## config.mk

```make
export PLATFORM = sky130hd
export DESIGN_NAME = cpu_seq_ctrl
export DESIGN_NICKNAME = d
export VERILOG_FILES = /design/src/rtl/cpu_pkg.sv /design/src/rtl/mem_wait_timer.sv /design/src/rtl/cpu_seq_ctrl.sv
export SDC_FILE = /design/constraint.sdc
export NUM_CORES = 1
export LEC_CHECK = 0
export ABC_AREA = 1
export BUFFER_PORTS_ARGS = -buffer_cell sky130_fd_sc_hd__buf_4
export CORE_ASPECT_RATIO = 1.5
export CORE_MARGIN = 2
export CORE_UTILIZATION = 55
export DETAILED_ROUTE_END_ITERATION = 6
export PLACE_DENSITY = 0.88
export SLEW_MARGIN = 20
export SYNTH_ARGS = -nofsm -noshare
export SYNTH_HDL_FRONTEND = slang
export SYNTH_SLANG_ARGS = --single-unit
```

## constraint.sdc

```tcl
create_clock -name clk -period 1.8 [get_ports clk]
set_input_delay 0.27 -clock clk [delete_from_list [all_inputs] [get_ports clk]]
set_output_delay 0.27 -clock clk [all_outputs]
set_load 0.1 [all_outputs]
```

## src/rtl/cpu_pkg.sv

```systemverilog
// Shared definitions for the multi-cycle CPU sequencer.
// Opcodes, sequencer states and ALU operation encodings.
package cpu_pkg;

    localparam logic [3:0] OP_NOP  = 4'h0;
    localparam logic [3:0] OP_ADDI = 4'h1;
    localparam logic [3:0] OP_SUB  = 4'h2;
    localparam logic [3:0] OP_AND  = 4'h3;
    localparam logic [3:0] OP_LW   = 4'h4;
    localparam logic [3:0] OP_SW   = 4'h5;
    localparam logic [3:0] OP_BNE  = 4'h6;
    localparam logic [3:0] OP_J    = 4'h7;
    localparam logic [3:0] OP_HLT  = 4'hF;

    typedef logic [2:0] state_t;

    localparam state_t S_IDLE   = 3'd0;
    localparam state_t S_FETCH  = 3'd1;
    localparam state_t S_DECODE = 3'd2;
    localparam state_t S_EXEC   = 3'd3;
    localparam state_t S_MEM    = 3'd4;
    localparam state_t S_WB     = 3'd5;
    localparam state_t S_HALT   = 3'd6;

    localparam logic [1:0] ALU_ADD  = 2'b00;
    localparam logic [1:0] ALU_SUB  = 2'b01;
    localparam logic [1:0] ALU_AND  = 2'b10;
    localparam logic [1:0] ALU_PASS = 2'b11;

    function automatic logic op_legal(input logic [3:0] op);
        return (op <= OP_J) || (op == OP_HLT);
    endfunction

endpackage

```

## src/rtl/mem_wait_timer.sv

```systemverilog
// Counts unacknowledged MEM cycles and flags the last allowed one.
module mem_wait_timer #(
    parameter int TIMEOUT = 15
) (
    input  logic clk,
    input  logic rst,
    input  logic clr,
    input  logic en,
    output logic expired
);

    localparam logic [3:0] LIMIT = 4'(TIMEOUT - 1);

    logic [3:0] cnt;

    always_ff @(posedge clk) begin
        if (rst || clr) begin
            cnt <= '0;
        end else if (en) begin
            cnt <= cnt + 4'd1;
        end
    end

    // high during the TIMEOUT-th waiting cycle, so its closing edge errors
    assign expired = en && (cnt == LIMIT);

endmodule

```

## src/rtl/cpu_seq_ctrl.sv

```systemverilog
// Multi-cycle instruction sequencer: FETCH/DECODE/EXEC/MEM/WB control,
// retired-instruction count and halt on illegal opcode or memory timeout.
module cpu_seq_ctrl
    import cpu_pkg::*;
#(
    parameter int TIMEOUT = 15
) (
    input  logic        clk,
    input  logic        rst,
    input  logic        run,
    input  logic [3:0]  opcode,
    input  logic        alu_zero,
    input  logic        mem_ack,
    output logic        ir_load,
    output logic        pc_inc,
    output logic        pc_load,
    output logic        alu_src,
    output logic [1:0]  alu_op,
    output logic        reg_write,
    output logic        wb_sel,
    output logic        mem_req,
    output logic        mem_we,
    output logic        halted,
    output logic        error,
    output logic [15:0] retired
);

    state_t     state;
    state_t     state_n;
    logic [3:0] op_q;
    logic       retire;
    logic       set_err;
    logic       in_mem;
    logic       expired;

    assign in_mem = (state == S_MEM);

    mem_wait_timer #(
        .TIMEOUT (TIMEOUT)
    ) u_timer (
        .clk     (clk),
        .rst     (rst),
        .clr     (!in_mem),
        .en      (in_mem && !mem_ack),
        .expired (expired)
    );

    always_comb begin
        state_n = state;
        retire  = 1'b0;
        set_err = 1'b0;
        case (state)
            S_IDLE: begin
                if (run) state_n = S_FETCH;
            end
            S_FETCH: begin
                state_n = S_DECODE;
            end
            S_DECODE: begin
                unique case (1'b1)
                    !op_legal(opcode): begin
                        state_n = S_HALT;
                        set_err = 1'b1;
                    end
                    opcode == OP_J,
                    opcode == OP_NOP: begin
                        state_n = S_FETCH;
                        retire  = 1'b1;
                    end
                    opcode == OP_HLT: begin
                        state_n = S_HALT;
                        retire  = 1'b1;
                    end
                    default: state_n = S_EXEC;
                endcase
            end
            S_EXEC: begin
                unique case (1'b1)
                    op_q == OP_BNE: begin
                        state_n = S_FETCH;
                        retire  = 1'b1;
                    end
                    op_q == OP_LW,
                    op_q == OP_SW: state_n = S_MEM;
                    default:       state_n = S_WB;
                endcase
            end
            S_MEM: begin
                // an ack on the final waiting edge beats the timeout
                if (mem_ack) begin
                    if (op_q == OP_SW) begin
                        state_n = S_FETCH;
                        retire  = 1'b1;
                    end else begin
                        state_n = S_WB;
                    end
                end else if (expired) begin
                    state_n = S_HALT;
                    set_err = 1'b1;
                end
            end
            S_WB: begin
                state_n = S_FETCH;
                retire  = 1'b1;
            end
            S_HALT: begin
                state_n = S_HALT;
            end
            default: state_n = S_IDLE;
        endcase
    end

    always_ff @(posedge clk) begin
        if (rst) begin
            state   <= S_IDLE;
            op_q    <= '0;
            retired <= '0;
            error   <= 1'b0;
        end else begin
            state <= state_n;
            if (state == S_DECODE) op_q <= opcode;
            if (retire) retired <= retired + 16'd1;
            if (set_err) error <= 1'b1;
        end
    end

    always_comb begin
        ir_load   = 1'b0;
        pc_inc    = 1'b0;
        pc_load   = 1'b0;
        alu_src   = 1'b0;
        alu_op    = ALU_ADD;
        reg_write = 1'b0;
        wb_sel    = 1'b0;
        mem_req   = 1'b0;
        mem_we    = 1'b0;
        case (state)
            S_FETCH: begin
                ir_load = 1'b1;
                pc_inc  = 1'b1;
            end
            S_DECODE: begin
                pc_load = (opcode == OP_J);
            end
            S_EXEC: begin
                unique case (1'b1)
                    op_q == OP_ADDI,
                    op_q == OP_LW,
                    op_q == OP_SW: begin
                        alu_src = 1'b1;
                        alu_op  = ALU_ADD;
                    end
                    op_q == OP_SUB: alu_op = ALU_SUB;
                    op_q == OP_AND: alu_op = ALU_AND;
                    op_q == OP_BNE: begin
                        alu_op  = ALU_SUB;
                        pc_load = !alu_zero;
                    end
                    default: alu_op = ALU_ADD;
                endcase
            end
            S_MEM: begin
                mem_req = 1'b1;
                mem_we  = (op_q == OP_SW);
            end
            S_WB: begin
                reg_write = 1'b1;
                wb_sel    = (op_q == OP_LW);
            end
            default: ;
        endcase
    end

    assign halted = (state == S_HALT);

endmodule

```

**Word level (Yosys, flattened, before mapping)**

Cells that the tools add are included.

- Add/subtract/negate cells: 2
- $lt $le $gt $ge: 1
- Equal/unequal tests: 17
- Mux-type cells: 27
- Reductions and logical operators: 17

Operators with widths:

| kind | count |
|---|---|
| $pmux W3 S7 | 1 |
| $add A16 B1 Y16 const B | 1 |
| $eq A4 B3 Y1 const B | 4 |
| $mux W1 | 15 |
| $mux W3 | 4 |
| $pmux W3 S2 | 2 |
| $eq A3 B3 Y1 const B | 3 |
| $eq A4 B2 Y1 const B | 2 |
| $eq A4 B4 Y1 const B | 2 |
| $reduce_or A2 Y1 | 4 |
| $eq A3 B2 Y1 const B | 2 |
| $reduce_or A3 Y1 | 2 |
| $add A4 B1 Y4 const B | 1 |
| $eq A4 B1 Y1 const B | 1 |
| $le A4 B3 Y1 const B | 1 |
| $logic_not A1 Y1 | 4 |
| $logic_not A4 Y1 | 1 |
| $pmux W1 S2 | 2 |
| $pmux W1 S4 | 1 |
| $pmux W2 S2 | 1 |
| $eq A3 B1 Y1 const B | 1 |
| $logic_not A3 Y1 | 1 |
| $ne A3 B2 Y1 const B | 1 |
| $logic_and A1 B1 Y1 | 2 |
| other kinds (4) | 5 |

- Register bits after elaboration: 28
- Input bits: 9
- Output and inout bits: 28
- Logic and storage cells: 69

**Depth between registers and ports, before layout**

- Depth in word-level cells: 6
- Depth in mapped cells: 9
- Depth with buffers taken out: 9

**Cells and area by module**

Synthesis repeated with hierarchy kept, for this count alone.

- Cell total of the unflattened synthesis: 286
- Area total of the unflattened synthesis: 1779.2 um2

Modules (own cells, without submodules):

| module | times used | cells each | area an instance (um2) | seq. area each (um2) |
|---|---|---|---|---|
| cpu_seq_ctrl | 1 | 259 | 1585.3 | 480.5 |
| mem_wait_timer | 1 | 27 | 193.9 | 80.1 |

**Least setup slack after synthesis**

Ideal clock, no wire load.

- Kind: flip-flop to output port
- Start: register state[0]
- End: output alu_src
- Arrival time: 5455 ps
- Data required time: 1530 ps
- Slack: -3925 ps
- Cell stages (with the launch flop): 5
- Buffers on the path: 0
- Cell sequence: dfxtp_1 -> nand2_1 -> nor2_2 -> inv_1 -> a2111oi_0

- Cells in the longest elaborated chain, start to end: 2

RTL lines:

| element | RTL line | source |
|---|---|---|
| from (decl) | cpu_seq_ctrl.sv:28 | `state_t state;` |
| from (signal assigned) | cpu_seq_ctrl.sv:120 | `state <= state_n;` |
| $eq A3 B2 Y1 | cpu_seq_ctrl.sv:137 | `case (state)` |
| $mux W1 | cpu_seq_ctrl.sv:137 |  |
| to (decl) | cpu_seq_ctrl.sv:17 | `output logic alu_src,` |

No other way between the ends.

**Worst setup path after layout**

- Start: register op_q[3]
- End: output mem_we

- Cells in the longest elaborated chain, start to end: 2

RTL lines:

| element | RTL line | source |
|---|---|---|
| from (decl) | cpu_seq_ctrl.sv:30 | `logic [3:0] op_q;` |
| from (signal assigned) | cpu_seq_ctrl.sv:121 | `if (state == S_DECODE) op_q <= opcode;` |
| $eq A4 B3 Y1 | cpu_seq_ctrl.sv:164 | `mem_we = (op_q == OP_SW);` |
| $mux W1 | cpu_seq_ctrl.sv:137 |  |
| to (decl) | cpu_seq_ctrl.sv:22 | `output logic mem_we,` |

No other way between the ends.

==> flow_summary.ini <==
[timing]
timing_hold_violations_final = 0
maxClockFrequency_mhz = 548
setup_viol_count_final = 2
fin_setup_tns_ns = -0.0276
fin_worst_hold_slack_ns = 0.267
worstMarginPinSlew_ns = 0.300
timing.final.ws_setup_ns = -0.0233
fin_worst_skew_ns = 0.00310
final-max-slew-violation-count = 0
final.period_utilization_pct = 101
rsz_0062_raised_after_global_routing = true
headroom_to_the_max_slew_limit_pct = 80.0
fin_crit_ns = 1.82

[hold_path]
worst_hold_path_type = primary input to register

[cts]
cts.sink_count = 28
root_buffer = clkbuf_8
cts_inserted_buffers = 3
cts.hold.buffers_added = 0
number_of_h_tree_levels = 1
clock_latency_ns = 0.28
clock_transition_at_path_regs_ns = 0.09
ctsLongestPathBuffers = 2
cts_tree = done

[setup_path]
endpoint_kind = primary output
worstSetupStartpointType = register
critical_path.max_fanout = 3
worstSetupPathType = register to primary output
cp_data_required_time_ns = 1.53
critical_path_arrival_ns = 1.55

[die]
die-width_um = 51.6
placementRows = 25
dieArea_um2 = 3890
starting_density_pct = 58.6
floorplan.die.height_um = 75.4
num_io_pins = 37
coreArea_um2 = 3190

[yosys]
count_of_distinct_cell_types_in_the_synthesized_netlist = 31
ys_seq_elements = 28
synthesis.area_per_instance_um2 = 6.68
synth_cells = 280
synth_warnings = 0
synth_area_um2 = 1870
syn-num-nets = 292
synth_sequential_area_ratio_pct = 30.0
synth-main-ff-cell = dfxtp_1
synth_enable_flop_cells = 0
ys_async_sr_fraction_pct = 0

[global_routing]
first_pass_grt_wire_length_um = 7820
grt_usage_pct = 26.1
first_global_vias = 1836
grt_antenna_before_repair = 0
gr-total-overflow = 0
pin_count_of_the_biggest_net_entering_global_routing = 21

[power]
power.density_cell_area_nw_per_um2 = 768
ir_drop_v = 0.000688
p_leak_nw = 1.05

[layout]
area.growth.synth_to_final_pct = 32.4
layout.cells.most_common = nand2_1
antenna_diode_count = 0
final_layout_size_suffix_gt1_share_pct = 34.2
finish.net_count = 339
mostFrequentLayoutCells = nand2_1 (69), buf_4 (42), inv_1 (35)
fin_area_um2 = 2470

[flow_run]
drv_cap = 0

[route]
drt-total-wl_um = 4890
routed_wire_length_per_instance_um = 13.4
first_pass_iters = 4
route.detailed.vias_per_inst = 5.44
drcViolationCount = 0
antenna_left = 0
drt-initial-drc-count = 72
dr_total_vias = 1984

[outcome]
outcome = finished, violations left
failed_checks = setup timing

[place]
dp.final_hpwl_um = 3460
gp_routability_congestion = 0.878
port_buffers = 36
postPlaceCellArea_um2 = 2300
[synthesized netlist by cell type, drive strengths merged (2+ instances only)]
cell | instances | area (µm²)
nand2 | 82 | 335
inv | 40 | 150
nor2 | 34 | 143
dfxtp | 28 | 561
a21oi | 21 | 150
nand4 | 21 | 131
nand3 | 16 | 105
nor3 | 7 | 46.3
buf | 6 | 53.8
o21ai | 6 | 30.0
xnor2 | 4 | 35.0
xor2 | 4 | 35.0
ha | 3 | 37.5
o22ai | 2 | 12.5
[timing repair]
| item | 4_1_cts | 5_1_grt |
|---|---|---|
| gates resized for setup | 10 | 9 |
| setup buffers | 1 | 6 |
| pin swaps | 0 | 5 |
| setup endpoints to repair | 6 | 6 |
[metrics by stage]
stage	std cells	power [mW]	worst slack (ns)	utilization [%]
after floorplan	280	1.37	-0.445	-
after global placement	355	1.46	0.141	72.2
after detailed placement	355	1.48	0.103	72.2
after CTS	359	1.84	-0.00920	74.7
after global routing	365	1.99	-0.141	77.6
final	365	1.90	-0.0233	77.6
[final cells by class]
| class | count | area (µm²) |
|---|---|---|
| flip-flops and latches | 28 | 588 |
| clock buffers | 3 | 41.3 |
| multi-input cells | 205 | 1220 |
| inverters | 40 | 158 |
| repair buffers | 49 | 420 |
| fillers | 256 | 716 |
| well taps | 40 | 50.0 |
[power by group]
group | total [mW] | switching [mW] | internal (mW) | leakage, nW
combinational | 0.788 | 0.554 | 0.234 | 0.793
sequential | 0.765 | 0.0862 | 0.678 | 0.234
clock | 0.348 | 0.198 | 0.151 | 0.0216
[critical path: stages, from the launching register on]
cell     delay [ns]
dfxtp_1        0.34
inv_1          0.09
nand2_1        0.13
nor2_2         0.24
inv_1          0.13
nor2_4         0.11
buf_6          0.23
[metal layers]
layer  track usage, %  vias up  part of all wire, %
li1                 -     1002                    -
met1             29.2      913                   39
met2             49.3       61                   55
met3             2.16        8                  4.4
met4             12.3        0                  1.5
met5                0        -                    0
[final timing paths]
check / from / end / slack [ns] / cells past startpoint
max: op_q[3] / mem_we / -0.02 / 6
min: opcode[2] / op_q[2] / 0.27 / 3
max reg2reg: state[0] / retired[7] / 0.18 / 8
min reg2reg: u_timer.cnt[2] / u_timer.cnt[2] / 0.49 / 2
[sequential cells by signal (all words and copies together), names as in the netlist]
name,cells
u_timer.cnt,4
op_q,4
retired,16
state,3
error,1
[cells by family (layout without fill, tap and decap cells)]
logic type      after synthesis  in the layout  synth area share [%]
simple gates                161            161                  41.1
compound gates               33             33                  12.0
flops                        28             28                  30.0
buf+inv                      47             92                  11.1
fa+ha+maj                     3              3                  2.01
xor+xnor                      8              8                  3.75
Note: power is estimated with default switching activity, not from simulation.
